<file path="src/rtl/instr_fetch_unit.sv">
// Fetch stage: owns the PC, drives the synchronous instruction-memory read port
// and presents one instruction per cycle (with its PC) to the decoder.
//
// state     | meaning
// ----------+--------------------------------------------------------------
// ST_RUN    | fetching sequentially; stall/jump/halt may suspend the fetch
// ST_HALTED | HALT presented and retired; no fetch until jump_en or reset
module instr_fetch_unit #(
    parameter int                  PC_WIDTH    = 8,
    parameter int                  INSTR_WIDTH = 32,
    parameter logic [PC_WIDTH-1:0] RESET_PC    = '0,
    parameter logic [5:0]          HALT_OPCODE = 6'b111111
) (
    input  logic                   clk,
    input  logic                   rst_n,
    input  logic                   stall,
    input  logic                   jump_en,
    input  logic [PC_WIDTH-1:0]    jump_addr,
    output logic [PC_WIDTH-1:0]    imem_addr,
    output logic                   imem_en,
    input  logic [INSTR_WIDTH-1:0] imem_rdata,
    output logic [INSTR_WIDTH-1:0] instr,
    output logic [PC_WIDTH-1:0]    instr_pc,
    output logic                   instr_valid,
    output logic                   halted
);

    typedef enum logic {
        ST_RUN    = 1'b0,
        ST_HALTED = 1'b1
    } state_t;

    state_t                r_state;
    state_t                w_state_nxt;
    logic [PC_WIDTH-1:0]   r_pc;
    logic [PC_WIDTH-1:0]   w_pc_nxt;
    logic [PC_WIDTH-1:0]   r_f_pc;
    logic [PC_WIDTH-1:0]   w_f_pc_nxt;
    logic                  r_f_valid;
    logic                  w_f_valid_nxt;
    logic                  w_halt_hit;
    logic                  w_fetch;
    logic [5:0]            w_opcode;

    assign w_opcode   = imem_rdata[INSTR_WIDTH-1 -: 6];

    // HALT retires only once the decoder has actually accepted it (no stall).
    assign w_halt_hit = r_f_valid & (w_opcode == HALT_OPCODE) & ~stall;
    assign w_fetch    = rst_n & (r_state == ST_RUN) & ~stall & ~w_halt_hit & ~jump_en;

    always_ff @(posedge clk) begin
        if (!rst_n) begin
            r_state   <= ST_RUN;
            r_pc      <= RESET_PC;
            r_f_pc    <= '0;
            r_f_valid <= 1'b0;
        end else begin
            r_state   <= w_state_nxt;
            r_pc      <= w_pc_nxt;
            r_f_pc    <= w_f_pc_nxt;
            r_f_valid <= w_f_valid_nxt;
        end
    end

    always_comb begin
        w_state_nxt   = r_state;
        w_pc_nxt      = r_pc;
        w_f_pc_nxt    = r_f_pc;
        w_f_valid_nxt = r_f_valid;
        if (jump_en) begin
            // Redirect squashes whatever is in flight and revives a halted core.
            w_state_nxt   = ST_RUN;
            w_pc_nxt      = jump_addr;
            w_f_valid_nxt = 1'b0;
        end else if (w_halt_hit) begin
            w_state_nxt   = ST_HALTED;
            w_f_valid_nxt = 1'b0;
        end else if (w_fetch) begin
            w_f_pc_nxt    = r_pc;
            w_f_valid_nxt = 1'b1;
            w_pc_nxt      = r_pc + PC_WIDTH'(1);
        end
    end

    assign imem_addr   = r_pc;
    assign imem_en     = w_fetch;
    assign instr_valid = r_f_valid & rst_n;
    assign instr       = instr_valid ? imem_rdata : '0;
    assign instr_pc    = r_f_pc;
    assign halted      = (r_state == ST_HALTED) & rst_n;

endmodule

</file>
<file path="config.mk">
export PLATFORM = sky130hd
export DESIGN_NAME = instr_fetch_unit
export DESIGN_NICKNAME = d
export VERILOG_FILES = /design/src/rtl/instr_fetch_unit.sv
export SDC_FILE = /design/constraint.sdc
export NUM_CORES = 1
export LEC_CHECK = 0
export ABC_AREA = 1
export BUFFER_PORTS_ARGS = -buffer_cell sky130_fd_sc_hd__buf_2
export CAP_MARGIN = 10
export CORE_ASPECT_RATIO = 2
export CORE_MARGIN = 1.5
export CORE_UTILIZATION = 40
export CTS_BUF_LIST = sky130_fd_sc_hd__clkbuf_8
export DETAILED_ROUTE_END_ITERATION = 8
export PLACE_DENSITY = 0.82
export SYNTH_ARGS = -nofsm -noshare
export SYNTH_HDL_FRONTEND = slang
export SYNTH_SLANG_ARGS = --single-unit
</file>
<file path="constraint.sdc">
create_clock -name clk -period 1.6 [get_ports clk]
set_clock_uncertainty 0.15 [all_clocks]
set_input_delay 0.08 -clock clk [delete_from_list [all_inputs] [get_ports clk]]
set_output_delay 0.08 -clock clk [all_outputs]
set_load 0.01 [all_outputs]
</file>
==> key figures <==
Outcome
  • Status: complete, no violations

Power
  • Peak supply drop: 359 uV
  • Portion of total power attributed to sequential cells: 43.7%
  • Net Sw Power: 0.311 mW
  • Clock Power Share: 32.8%
  • Combinational Power Share: 23.4%
  • Tot Pwr: 1.12 mW
  • Leak: 1.22 nW
  • Net Sw Frac: 27.7%
  • Power Density: 594 nW/um^2
  • Int Pwr: 0.812 mW

STA
  • Slew at the pin with the worst max-slew slack: 251 ps
  • Slew Viols, Final: 0
  • Final Critical Period: 1500 ps
  • Final setup fails: 0
  • Final hold viol count: 0
  • Final worst-path cycle share: 94.0%
  • Worst slew margin: 83.2%
  • Highest clock rate: 665 MHz
  • Setup_tns: 0 ps
  • Hold Slack: 14.2 ps
  • Unrepaired setup endpoints after global routing: no

Critical path
  • Slowest CP cell: dfxtp_2
  • Worst reg2reg startpoint: r_f_valid
  • CP startpoint: r_f_valid
  • R2R depth: 8
  • CP Depth: 6
  • CP bufs+invs: 2
  • Worst-path maximum fanout: 6
  • CP startpoint kind: flop
  • CP Capture Point: imem_en
  • R2R setup slack: 140 ps
  • Worst path top cell family by delay: simple AND/OR/NAND/NOR gates
  • WP data required: 1370 ps
  • Cells along the critical path: nand2_1 > nor2_2 > nand2_2 > nand3_4 > clkinv_4 > buf_2
  • Critical R2R Capture: instr_pc[2]
  • Max incr delay on CP: 340 ps
  • Worst EP arrival: 1270 ps
  • Crit end category: output pin
  • Critical path class: flop to output pin

Clocking
  • # clock sinks: 18
  • Clock transition at path regs: 70 ps
  • Root Buffer: clkbuf_8
  • Clock H-tree levels: 1
  • CTS tree: built
  • Clock latency on the worst-skew pair: 250 ps
  • Clock Tree Buf Depth: 2
  • CTS Buf Count: 3

Hold path
  • WHS Path Cells: 5
  • Hold Path Class: input port to flop

Die
  • CORE AREA: 2770 sq um
  • Die area: 3310 sq um
  • Die height: 79.9 um
  • Io pins: 95
  • Die X: 41.5 um
  • Initial Util: 42.7%
  • Number of core rows: 27

Synthesis
  • Library cells used by synthesis: 19
  • Top cell type by total area after synthesis: dfxtp_1
  • Async set or reset register ratio after synthesis: 0%
  • Ys Warns: 0
  • Post-synth top flop: dfxtp_1
  • Cell with the most instances after synthesis: nand2_1
  • Seq cells post-synth: 18
  • Syn Inst Count: 213
  • Dominant cells by area after synthesis: dfxtp_1, nand2_1, nor2_1
  • Post-synth EDFFs: 0
  • Syn_area_per_cell: 5.56 sq um
  • Area share of the largest cell type after synthesis: 30.4%
  • Mapped cell area: 1180 sq um
  • Sequential-to-total area share from yosys stat: 30.4%
  • Top post-synthesis cells by count: nand2_1, nor2_1, inv_1
  • Syn Nets: 258

Placed design
  • Placer congestion estimate: 0.778
  • Port Buffers: 94
  • DP HPWL: 2.66 mm

Drt
  • Final WL: 3.44 mm
  • Vias: 1,606
  • Initial DRC Count: 21
  • Antenna-violating nets left: 0
  • Drt drc: 0
  • First-pass DRT Iterations: 4
  • Wirelength per Cell: 9.83 um
  • Vias per inst: 4.59

Layout
  • Share of layout cells above drive strength 1: 38.3%
  • Ant. Diodes: 0
  • Nets@finish: 367
  • Syn-to-layout area delta: 59.7%

Global routing
  • Vias in the first global route: 1,456
  • First-pass GRT wire length: 5.53 mm
  • Total track usage: 20.7%
  • Largest net degree at the start of global routing: 33
  • Initial antenna violation count: 0
  • Total gr overflow: 0

Job
  • Maxcap violations: 0
## flip-flops by register name, summed over array words and instances, names as in the netlist
signal and cells:
r_f_valid 1, imem_addr 8, instr_pc 8, r_state 1
## worst reg2reg max path, stage by stage, from the launching register on
cell     delay [ps]
dfxtp_2         340
nand2_1          70
nor2_2          130
nand2_2         120
nand3_4         130
buf_6           140
buf_4           130
nand2_1          40
a21oi_1         130
## power by group through the flow
stage	clock [mW]	combinational, mW	sequential [mW]
4_1_cts	0.373	0.253	0.489
6_report	0.369	0.263	0.491
5_1_grt	0.387	0.297	0.494
3_5_place_dp	0	0.239	0.499
2_1_floorplan	0	0.116	0.503
3_3_place_gp	0	0.235	0.499
## area by class of cell
class	count	area [sq um]
inverters	45	174
clock buffers	4	55.1
fillers	252	880
well taps	29	36.3
repair buffers	111	622
multi-input cells	143	639
flip-flops and latches	18	364
## cells in the final DEF, fill, tap and decap left out, types with 2 or more instances in the layout
master | Yosys | routed
a21oi_1 | 14 | 14
buf_2 | 0 | 93
buf_4 | 0 | 12
buf_6 | 1 | 3
clkbuf_8 | 0 | 4
dfxtp_1 | 18 | 15
dfxtp_2 | 0 | 3
dlygate4sd3_1 | 0 | 2
inv_1 | 43 | 43
nand2_1 | 56 | 54
nand2_2 | 1 | 2
nand3_1 | 12 | 12
nand4_1 | 2 | 2
nor2_1 | 48 | 47
o21ai_0 | 4 | 4
## worst min-delay path by stage
stage,start,slack [ps],to
global route,jump_addr[6],40,imem_addr[6]
finish,jump_addr[6],10,imem_addr[6]
floorplan,rst_n,90,r_f_valid
global placement,jump_addr[7],240,imem_addr[7]
detailed placement,jump_addr[7],240,imem_addr[7]
CTS,jump_addr[4],20,imem_addr[4]
## routing by layer
layer,global-route usage [%],up-vias,wire length (um)
li1,-,846,-
met1,19.2,671,1210
met2,42.8,82,1900
met3,2.71,7,255
met4,8.06,0,79
met5,0,-,0
## cell families after synthesis
group,after synthesis,synth area share (%)
simple gates,122,42.3
buf+inv,52,17.2
compound gates,19,8.25
flops,18,30.4
xor+xnor,1,0.740
fa+ha+maj,1,1.06
## what timing repair did
item,in CTS,in global routing
endpoints found under the hold margin,3,0
pin swaps,1,3
buffers inserted,3,5
resized for setup,4,10
hold buffers,3,0
endpoints found under the setup margin,10,48
## metrics by stage
step / util (%) / instances / cell area (sq um) / setup slack (ps)
floorplan: - / 213 / 1180 / 212
global placement: 61.4 / 335 / 1700 / -2.76
detailed placement: 61.4 / 335 / 1700 / 17.5
CTS: 65.9 / 345 / 1830 / 18.0
global route: 68.2 / 350 / 1890 / 4.66
finish: 68.2 / 350 / 1890 / 96.0
(Power assumes the default switching activity.)
